===== config.mk =====
export PLATFORM = sky130hd
export DESIGN_NAME = vga_timing_pipe
export DESIGN_NICKNAME = d
export VERILOG_FILES = /design/src/rtl/vga_timing_pipe_pkg.sv /design/src/rtl/vga_sig_delay.sv /design/src/rtl/vga_timing_pipe.sv
export SDC_FILE = /design/constraint.sdc
export NUM_CORES = 1
export LEC_CHECK = 0
export BUFFER_PORTS_ARGS = -buffer_cell sky130_fd_sc_hd__buf_2
export CORE_ASPECT_RATIO = 0.6
export CORE_MARGIN = 2
export CORE_UTILIZATION = 30
export CTS_BUF_LIST = sky130_fd_sc_hd__clkbuf_8 sky130_fd_sc_hd__clkbuf_16
export DETAILED_ROUTE_END_ITERATION = 16
export PLACE_DENSITY = 0.57
export SLEW_MARGIN = 20
export SYNTH_ARGS = -nofsm -noshare
export SYNTH_HDL_FRONTEND = slang
export SYNTH_SLANG_ARGS = --single-unit

===== constraint.sdc =====
create_clock -name clk -period 2.71 [get_ports clk]
set_clock_uncertainty 0.15 [all_clocks]
set_input_delay 0.1355 -clock clk [delete_from_list [all_inputs] [get_ports clk]]
set_output_delay 0.1355 -clock clk [all_outputs]
set_load 0.02 [all_outputs]

===== src/rtl/vga_timing_pipe_pkg.sv =====
// Shared VGA timing definitions: standard 640x480@60 numbers, the sync-bundle
// type carried down the delay line, and helpers for totals and idle levels.
package vga_timing_pipe_pkg;

    localparam int STD_H_DISPLAY = 640;
    localparam int STD_H_FP      = 16;
    localparam int STD_H_SYNC    = 96;
    localparam int STD_H_BP      = 48;
    localparam int STD_V_DISPLAY = 480;
    localparam int STD_V_FP      = 10;
    localparam int STD_V_SYNC    = 2;
    localparam int STD_V_BP      = 33;

    // Pin-level view of one pixel position: hs/vs already carry the polarity.
    typedef struct packed {
        logic vid;
        logic hs;
        logic vs;
    } sync_t;

    localparam int SYNC_W = $bits(sync_t);

    function automatic int line_total(input int disp, input int fp, input int sync, input int bp);
        return disp + fp + sync + bp;
    endfunction

    function automatic sync_t inactive_sync(input logic hs_pol, input logic vs_pol);
        sync_t s;
        s.vid = 1'b0;
        s.hs  = ~hs_pol;
        s.vs  = ~vs_pol;
        return s;
    endfunction

endpackage


===== src/rtl/vga_sig_delay.sv =====
// Enable-gated shift register for the sync/video bundle. Exposes the last stage
// and one bit of the stage before it (the value o_q will hold one enable later).
module vga_sig_delay #(
    parameter int             WIDTH   = 3,
    parameter int             DEPTH   = 1,
    parameter int             PRE_BIT = WIDTH - 1,
    parameter logic [WIDTH-1:0] INIT  = '0
) (
    input  logic             clk,
    input  logic             reset,
    input  logic             i_en,
    input  logic [WIDTH-1:0] i_d,
    output logic [WIDTH-1:0] o_q,
    output logic             o_pre_bit
);

    logic [DEPTH*WIDTH-1:0] r_sh;
    logic [DEPTH*WIDTH-1:0] w_next;

    // Newest stage sits in the low bits; the oldest is at the top.
    generate
        if (DEPTH == 1) begin : g_one
            assign w_next    = i_d;
            assign o_pre_bit = i_d[PRE_BIT];
        end else begin : g_many
            assign w_next    = {r_sh[(DEPTH-1)*WIDTH-1:0], i_d};
            assign o_pre_bit = r_sh[(DEPTH-2)*WIDTH + PRE_BIT];
        end
    endgenerate

    always_ff @(posedge clk) begin
        if (reset) begin
            r_sh <= {DEPTH{INIT}};
        end else if (i_en) begin
            r_sh <= w_next;
        end
    end

    assign o_q = r_sh[(DEPTH-1)*WIDTH +: WIDTH];

endmodule


===== src/rtl/vga_timing_pipe.sv =====
// VGA timing generator: pixel divider, h/v counters, sync decode, and a delay
// line that keeps sync/video aligned with a graphics unit of PIPE_DLY ticks.
module vga_timing_pipe
    import vga_timing_pipe_pkg::*;
#(
    parameter int   H_DISPLAY = STD_H_DISPLAY,
    parameter int   H_FP      = STD_H_FP,
    parameter int   H_SYNC    = STD_H_SYNC,
    parameter int   H_BP      = STD_H_BP,
    parameter int   V_DISPLAY = STD_V_DISPLAY,
    parameter int   V_FP      = STD_V_FP,
    parameter int   V_SYNC    = STD_V_SYNC,
    parameter int   V_BP      = STD_V_BP,
    parameter int   DIV       = 2,
    parameter int   PIPE_DLY  = 0,
    parameter logic HS_POL    = 1'b0,
    parameter logic VS_POL    = 1'b0,
    parameter int   CW        = 10,
    parameter int   RGB_W     = 3
) (
    input  logic             clk,
    input  logic             reset,
    input  logic [RGB_W-1:0] rgb_in,
    output logic [CW-1:0]    pixel_x,
    output logic [CW-1:0]    pixel_y,
    output logic             p_tick,
    output logic             frame_start,
    output logic             video_on,
    output logic             hsync,
    output logic             vsync,
    output logic [RGB_W-1:0] rgb_out
);

    localparam int H_TOTAL = line_total(H_DISPLAY, H_FP, H_SYNC, H_BP);
    localparam int V_TOTAL = line_total(V_DISPLAY, V_FP, V_SYNC, V_BP);
    localparam int DW      = (DIV > 1) ? $clog2(DIV) : 1;

    localparam logic [DW-1:0] DIV_LAST = DW'(DIV - 1);
    localparam logic [CW-1:0] H_LAST   = CW'(H_TOTAL - 1);
    localparam logic [CW-1:0] V_LAST   = CW'(V_TOTAL - 1);

    // Decode bounds carry one spare bit so a sync ending exactly at the total still fits.
    localparam logic [CW:0] H_VIS = (CW+1)'(H_DISPLAY);
    localparam logic [CW:0] H_SS  = (CW+1)'(H_DISPLAY + H_FP);
    localparam logic [CW:0] H_SE  = (CW+1)'(H_DISPLAY + H_FP + H_SYNC);
    localparam logic [CW:0] V_VIS = (CW+1)'(V_DISPLAY);
    localparam logic [CW:0] V_SS  = (CW+1)'(V_DISPLAY + V_FP);
    localparam logic [CW:0] V_SE  = (CW+1)'(V_DISPLAY + V_FP + V_SYNC);

    localparam sync_t SYNC_IDLE = inactive_sync(HS_POL, VS_POL);

    logic [DW-1:0]    r_div_cnt;
    logic [CW-1:0]    r_h_cnt;
    logic [CW-1:0]    r_v_cnt;
    logic [RGB_W-1:0] r_rgb;

    logic             w_tick;
    logic [CW:0]      w_h;
    logic [CW:0]      w_v;
    sync_t            w_dec;
    sync_t            w_q;
    logic             w_vid_pre;

    assign w_tick = (r_div_cnt == DIV_LAST) && !reset;

    always_ff @(posedge clk) begin
        if (reset) begin
            r_div_cnt <= '0;
        end else if (r_div_cnt == DIV_LAST) begin
            r_div_cnt <= '0;
        end else begin
            r_div_cnt <= r_div_cnt + 1'b1;
        end
    end

    always_ff @(posedge clk) begin
        if (reset) begin
            r_h_cnt <= '0;
            r_v_cnt <= '0;
        end else if (w_tick) begin
            if (r_h_cnt == H_LAST) begin
                r_h_cnt <= '0;
                r_v_cnt <= (r_v_cnt == V_LAST) ? '0 : r_v_cnt + 1'b1;
            end else begin
                r_h_cnt <= r_h_cnt + 1'b1;
            end
        end
    end

    assign w_h = {1'b0, r_h_cnt};
    assign w_v = {1'b0, r_v_cnt};

    always_comb begin
        w_dec     = SYNC_IDLE;
        w_dec.vid = (w_h < H_VIS) && (w_v < V_VIS);
        if (w_h >= H_SS && w_h < H_SE) begin
            w_dec.hs = HS_POL;
        end
        if (w_v >= V_SS && w_v < V_SE) begin
            w_dec.vs = VS_POL;
        end
    end

    vga_sig_delay #(
        .WIDTH   (SYNC_W),
        .DEPTH   (PIPE_DLY + 1),
        .PRE_BIT (SYNC_W - 1),
        .INIT    (SYNC_IDLE)
    ) u_sig_delay (
        .clk       (clk),
        .reset     (reset),
        .i_en      (w_tick),
        .i_d       (w_dec),
        .o_q       (w_q),
        .o_pre_bit (w_vid_pre)
    );

    // rgb_in belongs to the pixel decoded PIPE_DLY ticks ago; blank it by that stage's flag.
    always_ff @(posedge clk) begin
        if (reset) begin
            r_rgb <= '0;
        end else if (w_tick) begin
            r_rgb <= w_vid_pre ? rgb_in : '0;
        end
    end

    assign pixel_x     = r_h_cnt;
    assign pixel_y     = r_v_cnt;
    assign p_tick      = w_tick;
    assign frame_start = w_tick && (r_h_cnt == H_LAST) && (r_v_cnt == V_LAST);
    assign video_on    = w_q.vid;
    assign hsync       = w_q.hs;
    assign vsync       = w_q.vs;
    assign rgb_out     = r_rgb;

endmodule


==> metrics.yaml <==
cts_resized: 0
gr-total-overflow: 0
crit_arrival_ns: 2.27
multiInputGateArea_um2: 765.7
finalSetupViolCount: 0
num_io_pins: 33
synth-edff-count: 0
drive_gt1_share_pct: 24.73
cts_hold_buf: 3
fmax_mhz: 452.0
core_area_um2: 4234
synth_cells: 149
dr.pass1.iters: 4
grt_busiest_layer: "met1"
seqCellArea_um2: 540.5
die_w_um: 91.21
clock_path_buffers: 2
nFillCells: 468
place.gp.congestion: 0.7832
fin_tns_setup_ns: 0
synth.most_common_cell: "dfxtp_1"
drc: 0
yosys-top-cells-area: "dfxtp_1, xor2_1, nor2_1"
clock_latency_ns: 0.27
final_net_count: 192
antenna_found_initial: 0
vias: 1169
crit_path_end_kind: "flop"
synth_flop_cell: "dfxtp_1"
initial_core_util_pct: 32.33
root_buffer: "clkbuf_8"
insertedDiodeCount: 0
cts_tree: "done"
leakagePower_nw: 0.6877
use_met3_pct: 3.490
cts.sinks: 27
slew_viol_final: 0
layout_setup_ws_ns: 0.4975
tightest_slew_ns: 0.4022
irDropWorstVdd_v: 0.0001410
synth_seq_cells: 27
dieArea_um2: 5137
areaGrowthSynthToFinish_pct: 19.84
io_buffer_count: 32
async_reset_ff_share_pct: 0
slew_headroom_pct: 72.90
place_ws_ns: 0.5416
post-route-min-period_ns: 2.213
met2_usage_pct: 16.08
met1_usage_pct: 21.69
grt_pass1_vias: 995
cts_setup_buffers: 0
cp-start-kind: "flop"
status: "completed"
ys_types: 40
hold_viol_final: 0
path_class: "reg -> reg"
wire_per_inst_um: 13.90
power.density_nw_per_um2: 423.2
rsz0062_at_grt: "no"
hold_path_class: "in -> reg"
synth_top_area_share_pct: 39.49
synth_top_cell_by_area: "dfxtp_1"
synth_seq_area_share_pct: 39.49
path_clk_slew_ns: 0.10
synth_area_um2: 1369
yosysWarningCount: 0
drt_wl_total_mm: 3.365
ant_nets: 0
die_h_um: 56.32
cap_viol_max_count: 0
grt_start_max_net_pins: 16
synth_nets: 158
syn_area_per_cell_um2: 9.187
worstPathMaxFanout: 6
std_cell_rows: 18
worst_ep_required_time_ns: 2.77
grt_pass1_wl_mm: 5.326
fin_crit_sh_pct: 81.64
drtIter0Drc: 47
cts_max_level: 1
cts_buffers: 3
via_per_inst: 4.831
dp_hpwl_mm: 2.492
grt_use_total_pct: 13.03
synth_commonest_cells: "dfxtp_1, nor2_1, nand3_1"
[cell usage in the layout (no fill, tap or decap), types with 2 or more instances in the layout]
master,n
a22o_1,3
buf_2,32
nand3_1,11
nand2_1,5
nand2b_1,2
o21ai_0,5
xor2_1,9
nand3b_1,3
dlygate4sd3_1,3
and3_1,2
nand4_1,7
inv_1,4
ha_1,4
nand4b_1,2
and4b_1,3
a31oi_1,2
xnor2_1,4
or3_1,3
nor3b_1,2
dfxtp_1,27
nor4_1,3
nor2_1,18
clkbuf_8,3
nor2b_1,2
a21oi_1,7
[through the flow]
step / hold slack [ns] / util, % / total power, W / area, um2 / cells
4_1_cts: 0.03675 / 38.74 / 0.0006991 / 1640 / 242
3_5_place_dp: 0.2000 / 36.94 / 0.0004648 / 1564 / 235
2_1_floorplan: 0.1111 / - / 0.0004484 / 1369 / 149
3_3_place_gp: 0.2031 / 36.94 / 0.0004647 / 1564 / 235
5_1_grt: 0.05199 / 38.74 / 0.0007271 / 1640 / 242
6_report: 0.04120 / 38.74 / 0.0006942 / 1640 / 242
[final timing paths]
path         cells after the start  slack, ns                       to               startpoint
min                              2       0.04  pixel_x[1]$_SDFFE_PP0P_                    reset
max                              5       0.50  pixel_y[9]$_SDFFE_PP0P_  pixel_x[0]$_SDFFE_PP0P_
min reg2reg                      1       0.33  rgb_out[1]$_SDFFE_PP0P_  rgb_out[1]$_SDFFE_PP0P_
max reg2reg                      5       0.50  pixel_y[9]$_SDFFE_PP0P_  pixel_x[0]$_SDFFE_PP0P_
[cell families after synthesis]
logic type / Yosys count / synth area share, %
xor gates and xnor gates: 13 / 8.318
and+or+nand+nor: 74 / 34.64
buffers and inverters: 11 / 4.570
DFF: 27 / 39.49
AOI/OAI and AO/OA: 20 / 9.323
adders and majority gates: 4 / 3.656
[flip-flops by register name (all words and copies together) (netlist names)]
name / flops
rgb_out: 3
r_div_cnt: 1
pixel_x: 10
pixel_y: 10
u_sig_delay.o_q: 3
[cell type report]
| type | instances | share of cell area [%] |
|---|---|---|
| Multi-Input combinational cell | 111 | 46.68 |
| Timing Repair Buffer | 36 | 12.05 |
| Tap cell | 60 | 4.577 |
| Clock inverter | 1 | 0.3051 |
| Inverter | 4 | 0.9153 |
| Clock buffer | 3 | 2.517 |
| Sequential cell | 27 | 32.95 |
[where the power goes]
part           leakage [nW]  switching, W  internal [W]
sequential            0.219    0.00000778      0.000403
combinational         0.443     0.0000283     0.0000197
clock                0.0255      0.000132      0.000103
total                 0.688      0.000168      0.000526
[critical path: stages, from the launching register on]
cell,delay [ns]
dfxtp_1,0.45
ha_1,0.35
nand4bb_4,0.15
or4_4,0.58
or3_1,0.32
a21oi_1,0.15
[routing by layer]
metal / vias up / routed length (um)
met4: 0 / 0
met3: 0 / 166
met1: 537 / 1932
li1: 605 / -
met2: 27 / 1267
met5: - / 0
Power figures use the tool's default switching activity.
